--- src/rtl/lsu_pkg.sv ---
// Shared defaults and FSM encodings for the RISC16 memory-stage load/store unit.
package lsu_pkg;
  localparam int LSU_DW      = 16;
  localparam int LSU_AW      = 16;
  localparam int LSU_TIMEOUT = 15;

  typedef enum logic [2:0] {
    ST_IDLE = 3'b001,
    ST_REQ  = 3'b010,
    ST_DONE = 3'b100
  } lsu_state_e;
endpackage

--- src/rtl/lsu_wait_timer.sv ---
// 4-bit wait-state counter; expired flags the last REQ cycle allowed before timeout.
module lsu_wait_timer
  import lsu_pkg::*;
#(
  parameter int TIMEOUT = LSU_TIMEOUT
) (
  input  logic clk,
  input  logic reset_n,
  input  logic clr,
  input  logic inc,
  output logic expired
);
  localparam logic [3:0] LAST = 4'(TIMEOUT - 1);

  logic [3:0] count;

  always_ff @(posedge clk or negedge reset_n) begin
    if (!reset_n)  count <= '0;
    else if (clr)  count <= '0;
    else if (inc)  count <= count + 4'd1;
  end

  assign expired = (count == LAST);
endmodule

--- src/rtl/load_store_unit.sv ---
// Memory-stage load/store controller: req/ack handshake to data memory, registered
// load data DS and writeback select, with a wait-state timeout.
module load_store_unit
  import lsu_pkg::*;
#(
  parameter int DW      = LSU_DW,
  parameter int AW      = LSU_AW,
  parameter int TIMEOUT = LSU_TIMEOUT
) (
  input  logic          clk,
  input  logic          reset_n,
  input  logic          ls_start,
  input  logic          ls_we,
  input  logic [AW-1:0] ls_addr,
  input  logic [DW-1:0] ls_wdata,
  output logic          ls_busy,
  output logic          ls_done,
  output logic          ls_err,
  output logic [DW-1:0] DS,
  output logic          ds_sel,
  output logic          mem_req,
  output logic          mem_we,
  output logic [AW-1:0] mem_addr,
  output logic [DW-1:0] mem_wdata,
  input  logic [DW-1:0] mem_rdata,
  input  logic          mem_ack
);
  lsu_state_e state;
  logic       we_q;
  logic       expired;

  lsu_wait_timer #(.TIMEOUT(TIMEOUT)) u_timer (
    .clk     (clk),
    .reset_n (reset_n),
    .clr     (state == ST_IDLE),
    .inc     ((state == ST_REQ) && !mem_ack),
    .expired (expired)
  );

  always_ff @(posedge clk or negedge reset_n) begin
    if (!reset_n) begin
      state     <= ST_IDLE;
      we_q      <= 1'b0;
      mem_addr  <= '0;
      mem_wdata <= '0;
      mem_req   <= 1'b0;
      ls_done   <= 1'b0;
      ls_err    <= 1'b0;
      ds_sel    <= 1'b0;
      DS        <= '0;
    end else begin
      ls_done <= 1'b0;
      ls_err  <= 1'b0;
      ds_sel  <= 1'b0;
      case (state)
        ST_IDLE: begin
          if (ls_start) begin
            we_q      <= ls_we;
            mem_addr  <= ls_addr;
            mem_wdata <= ls_wdata;
            mem_req   <= 1'b1;
            state     <= ST_REQ;
          end
        end
        ST_REQ: begin
          // ack takes priority over expiry so a last-cycle ack still succeeds
          if (mem_ack) begin
            mem_req <= 1'b0;
            ls_done <= 1'b1;
            ds_sel  <= ~we_q;
            if (!we_q) DS <= mem_rdata;
            state   <= ST_DONE;
          end else if (expired) begin
            mem_req <= 1'b0;
            ls_done <= 1'b1;
            ls_err  <= 1'b1;
            state   <= ST_DONE;
          end
        end
        ST_DONE: state <= ST_IDLE;
        default: state <= ST_IDLE;
      endcase
    end
  end

  assign mem_we  = we_q & mem_req;
  assign ls_busy = (state == ST_REQ) || (state == ST_DONE);
endmodule

--- config.mk ---
export PLATFORM = sky130hd
export DESIGN_NAME = load_store_unit
export DESIGN_NICKNAME = d
export VERILOG_FILES = /design/src/rtl/lsu_pkg.sv /design/src/rtl/lsu_wait_timer.sv /design/src/rtl/load_store_unit.sv
export SDC_FILE = /design/constraint.sdc
export NUM_CORES = 1
export LEC_CHECK = 0
export CELL_PAD_IN_SITES_DETAIL_PLACEMENT = 1
export CELL_PAD_IN_SITES_GLOBAL_PLACEMENT = 2
export CORE_MARGIN = 1.5
export CORE_UTILIZATION = 27
export CTS_CLUSTER_DIAMETER = 40
export DETAILED_ROUTE_END_ITERATION = 16
export GPL_TIMING_DRIVEN = 0
export PLACE_DENSITY = 0.84
export SETUP_SLACK_MARGIN = 0.5
export SLEW_MARGIN = 30
export SYNTH_ARGS = -nofsm -noshare
export SYNTH_HDL_FRONTEND = slang
export SYNTH_HIERARCHICAL = 1
export SYNTH_SLANG_ARGS = --single-unit
--- constraint.sdc ---
create_clock -name clk -period 1.8 [get_ports clk]
set_input_delay 0.36 -clock clk [delete_from_list [all_inputs] [get_ports clk]]
set_output_delay 0.36 -clock clk [all_outputs]
set_load 0.01 [all_outputs]
==> metrics, run 1 <==
status=finished, final reports clean; Ant. Diodes=0; crit path kind=reg2reg; Hold Crit Depth=2; fin nets=359; Clock Latency Late Sink=0.33 ns; CP max stage delay=0.55 ns; Final Worst Setup Slack=0.201 ns; total gr overflow=0; switching pwr=0.00210 W; combinational share of power=0.466; max-cap viol count=0; layout cells sized above 1=0.573; critical path endpoint category=register; FMAX=0.625 GHz; Initial DRC Count=36; Worst setup SP type=register; worst hold path class=in2reg; Pins Over Slew Limit=0; synthesized area=0.00240 mm2; H-tree Lvls=3; Leakage=1.98 nW; crit path DAT=1.81 ns; routability cong.=0.699; Worst Path Buf+Inv=3; # IOs=107; Die Ht=97.3 um; most common cell after layout, fill and taps aside=dfrtp_1; Post-Place Cells=364; top cell family by delay on the critical path=flip-flops; vias in the first global route=2082; Area Growth Syn to Fin=69.8%; worst flop-to-flop path endpoint=mem_addr[7]; Avg WL per Cell=16.1 um; Setup WS pre-CTS=-0.187 ns; Clock Path Buffers=2; Clock power frac=0.188; worst r2r path cells=6; Final Hold Fails=0; most frequent cells in the layout=dfrtp_1, buf_2, clkdlybuf4s50_1; Switching Share=0.320; Top cell by count, worst path=buf_6; Final Hold Slack=0.487 ns; Critical Path RT=2.02 ns; Yosys reg bits=60; GRT Util Overall=0.145; relative slew slack=0.718; Rows=34; largest net degree at the start of global routing=32; ys flop type=dfrtp_1; Post-Syn Instances=149; drc violations=0; Routed Antenna Nets=0; initial antenna violation count=0; Syn Area/Cell=16.1 um2; cts bufs inserted=9; Period Utilization, post-route=0.888; final std cells w/o fill=417; Mapped Nets=204; Worst R2R Setup Slack=0.20 ns; core region area=0.00868 mm2; DR pass1 iterations=4; Worst Hold Path EP=ls_err; Final min period=1.60 ns; DRT Wirelength=6.72 mm; Reg power frac=0.347; sequential share of the synthesized area=0.626; Cell Pwr Density=1610 mW/mm2; global-route wire length before repair=10.6 mm; Worst path slowest cell=dfstp_2; setup violators final=0; YS warnings=6; RSZ-0062 raised after global routing=true; Fill cells=915; critical path, cell by cell=nand3b_1, nor2_4, buf_6, buf_6, buf_8, mux2_4; Max VDD drop=0.629 mV; Initial Utilization=0.277; Synth cell types=28; EDFF count, synth=0; Post-synth ARST share=1.00; DR vias=1794; DP Wirelength=4.20 mm; port bufs=106; Reg clk slew, reported paths=0.08 ns; Max Fanout on Critical Path=5; Worst Clk Skew=0.00776 ns; slew at the pin with the worst max-slew slack=0.422 ns; Clock Sinks=60; Int Pwr=0.00446 W; CTS tree=done; Avg Vias per Cell=4.30; Die ar.=0.00947 mm2; Hold Startpoint=mem_ack; r2r startpoint=state[0]; CTS root buffer=clkbuf_8; Die Wd=97.3 um
==> worst register-to-register path, cell delays in order (launching register included) <==
cell and delay (ns):
dfstp_2 0.55, nand3b_1 0.16, nor2_4 0.13, buf_6 0.14, buf_6 0.11, buf_8 0.11, mux2_4 0.30
==> worst max-delay path by stage <==
stage	from	endpoint	cells past startpoint
floorplan	state[0]	mem_addr[10]	4
global placement	reset_n	DS[1]	1
detailed placement	ls_start	mem_wdata[14]	5
CTS	state[0]	we_q	6
global route	state[0]	mem_addr[7]	6
finish	state[0]	mem_addr[7]	6
==> power groups by stage <==
stage	registers (W)	logic, W	clock network [W]
after floorplan	0.00256	0.000989	0
after global placement	0.00229	0.00274	0
after detailed placement	0.00233	0.00278	0
after CTS	0.00227	0.00300	0.00127
after global routing	0.00236	0.00325	0.00134
final	0.00227	0.00305	0.00123
==> layer usage <==
metal,wire length (um),vias up,global-route usage
li1,-,827,-
met1,2630,906,0.165
met2,3610,54,0.253
met3,381,7,0.0453
met4,99,0,0.0593
met5,0,-,0
==> cell usage after synthesis (2+ instances only) <==
library cell   n  area (um2)
nor2_1         3        11.3
nand3b_1       2        15.0
ha_1           2        25.0
buf_6          2        22.5
inv_1          4        15.0
mux2_4        10         150
xnor2_1        2        17.5
nand2b_1       2        12.5
mux2_2        40         450
a21o_1         2        15.0
a21oi_1        2        10.0
buf_4          3        22.5
dfrtp_1       59        1480
o21a_1         2        15.0
==> sequential cells by signal (all words and copies together), names as in the netlist, 3 cells and up <==
name           cells
DS                16
mem_addr          16
mem_wdata         16
state              3
u_timer/count      4
==> through the flow <==
step	power [W]	TNS, ns	instance area [um2]	utilization
2_1_floorplan	0.00355	0	2410	-
4_1_cts	0.00654	0	4010	0.463
6_report	0.00656	0	4080	0.470
5_1_grt	0.00695	0	4080	0.470
3_5_place_dp	0.00511	-5.51	3620	0.417
3_3_place_gp	0.00503	-107.20	3600	0.415
==> cell type report <==
| class | count | area, um2 | share of cell area |
|---|---|---|---|
| plain buffers | 5 | 68.8 | 0.0169 |
| clock buffers | 9 | 124 | 0.0304 |
| clock inverters | 7 | 75.1 | 0.0184 |
| inverters | 4 | 15.0 | 0.00368 |
| multi-input cells | 80 | 982 | 0.241 |
| flip-flops and latches | 60 | 1500 | 0.368 |
| well taps | 108 | 135 | 0.0331 |
| repair buffers | 144 | 1180 | 0.288 |
==> kinds of logic after synthesis <==
| logic type | synth area share |
|---|---|
| simple gates | 0.0583 |
| flops | 0.626 |
| buf+inv | 0.0250 |
| mux | 0.250 |
| fa+ha+maj | 0.0104 |
| compound gates | 0.0234 |
| xor+xnor | 0.00729 |
==> timing repair <==
item	in CTS	in global routing
setup endpoints to repair	110	61
setup buffers	29	4
gates cloned	3	0
hold buffers	1	0
resized for setup	259	11
endpoints found under the hold margin	30	0
pin swaps	7	8
Note: power is estimated with default switching activity, not from simulation.
==> inputs of run 2 (changes only) <==
--- a/config.mk
+++ b/config.mk
@@ -9,7 +9,7 @@
 export CELL_PAD_IN_SITES_GLOBAL_PLACEMENT = 2
 export CORE_MARGIN = 1.5
 export CORE_UTILIZATION = 27
-export CTS_CLUSTER_DIAMETER = 40
+export CTS_CLUSTER_DIAMETER = 50
 export DETAILED_ROUTE_END_ITERATION = 16
 export GPL_TIMING_DRIVEN = 0
 export PLACE_DENSITY = 0.84
==> results of run 2 <==
Final layout, timing and power as in run 1 (identical DEF).
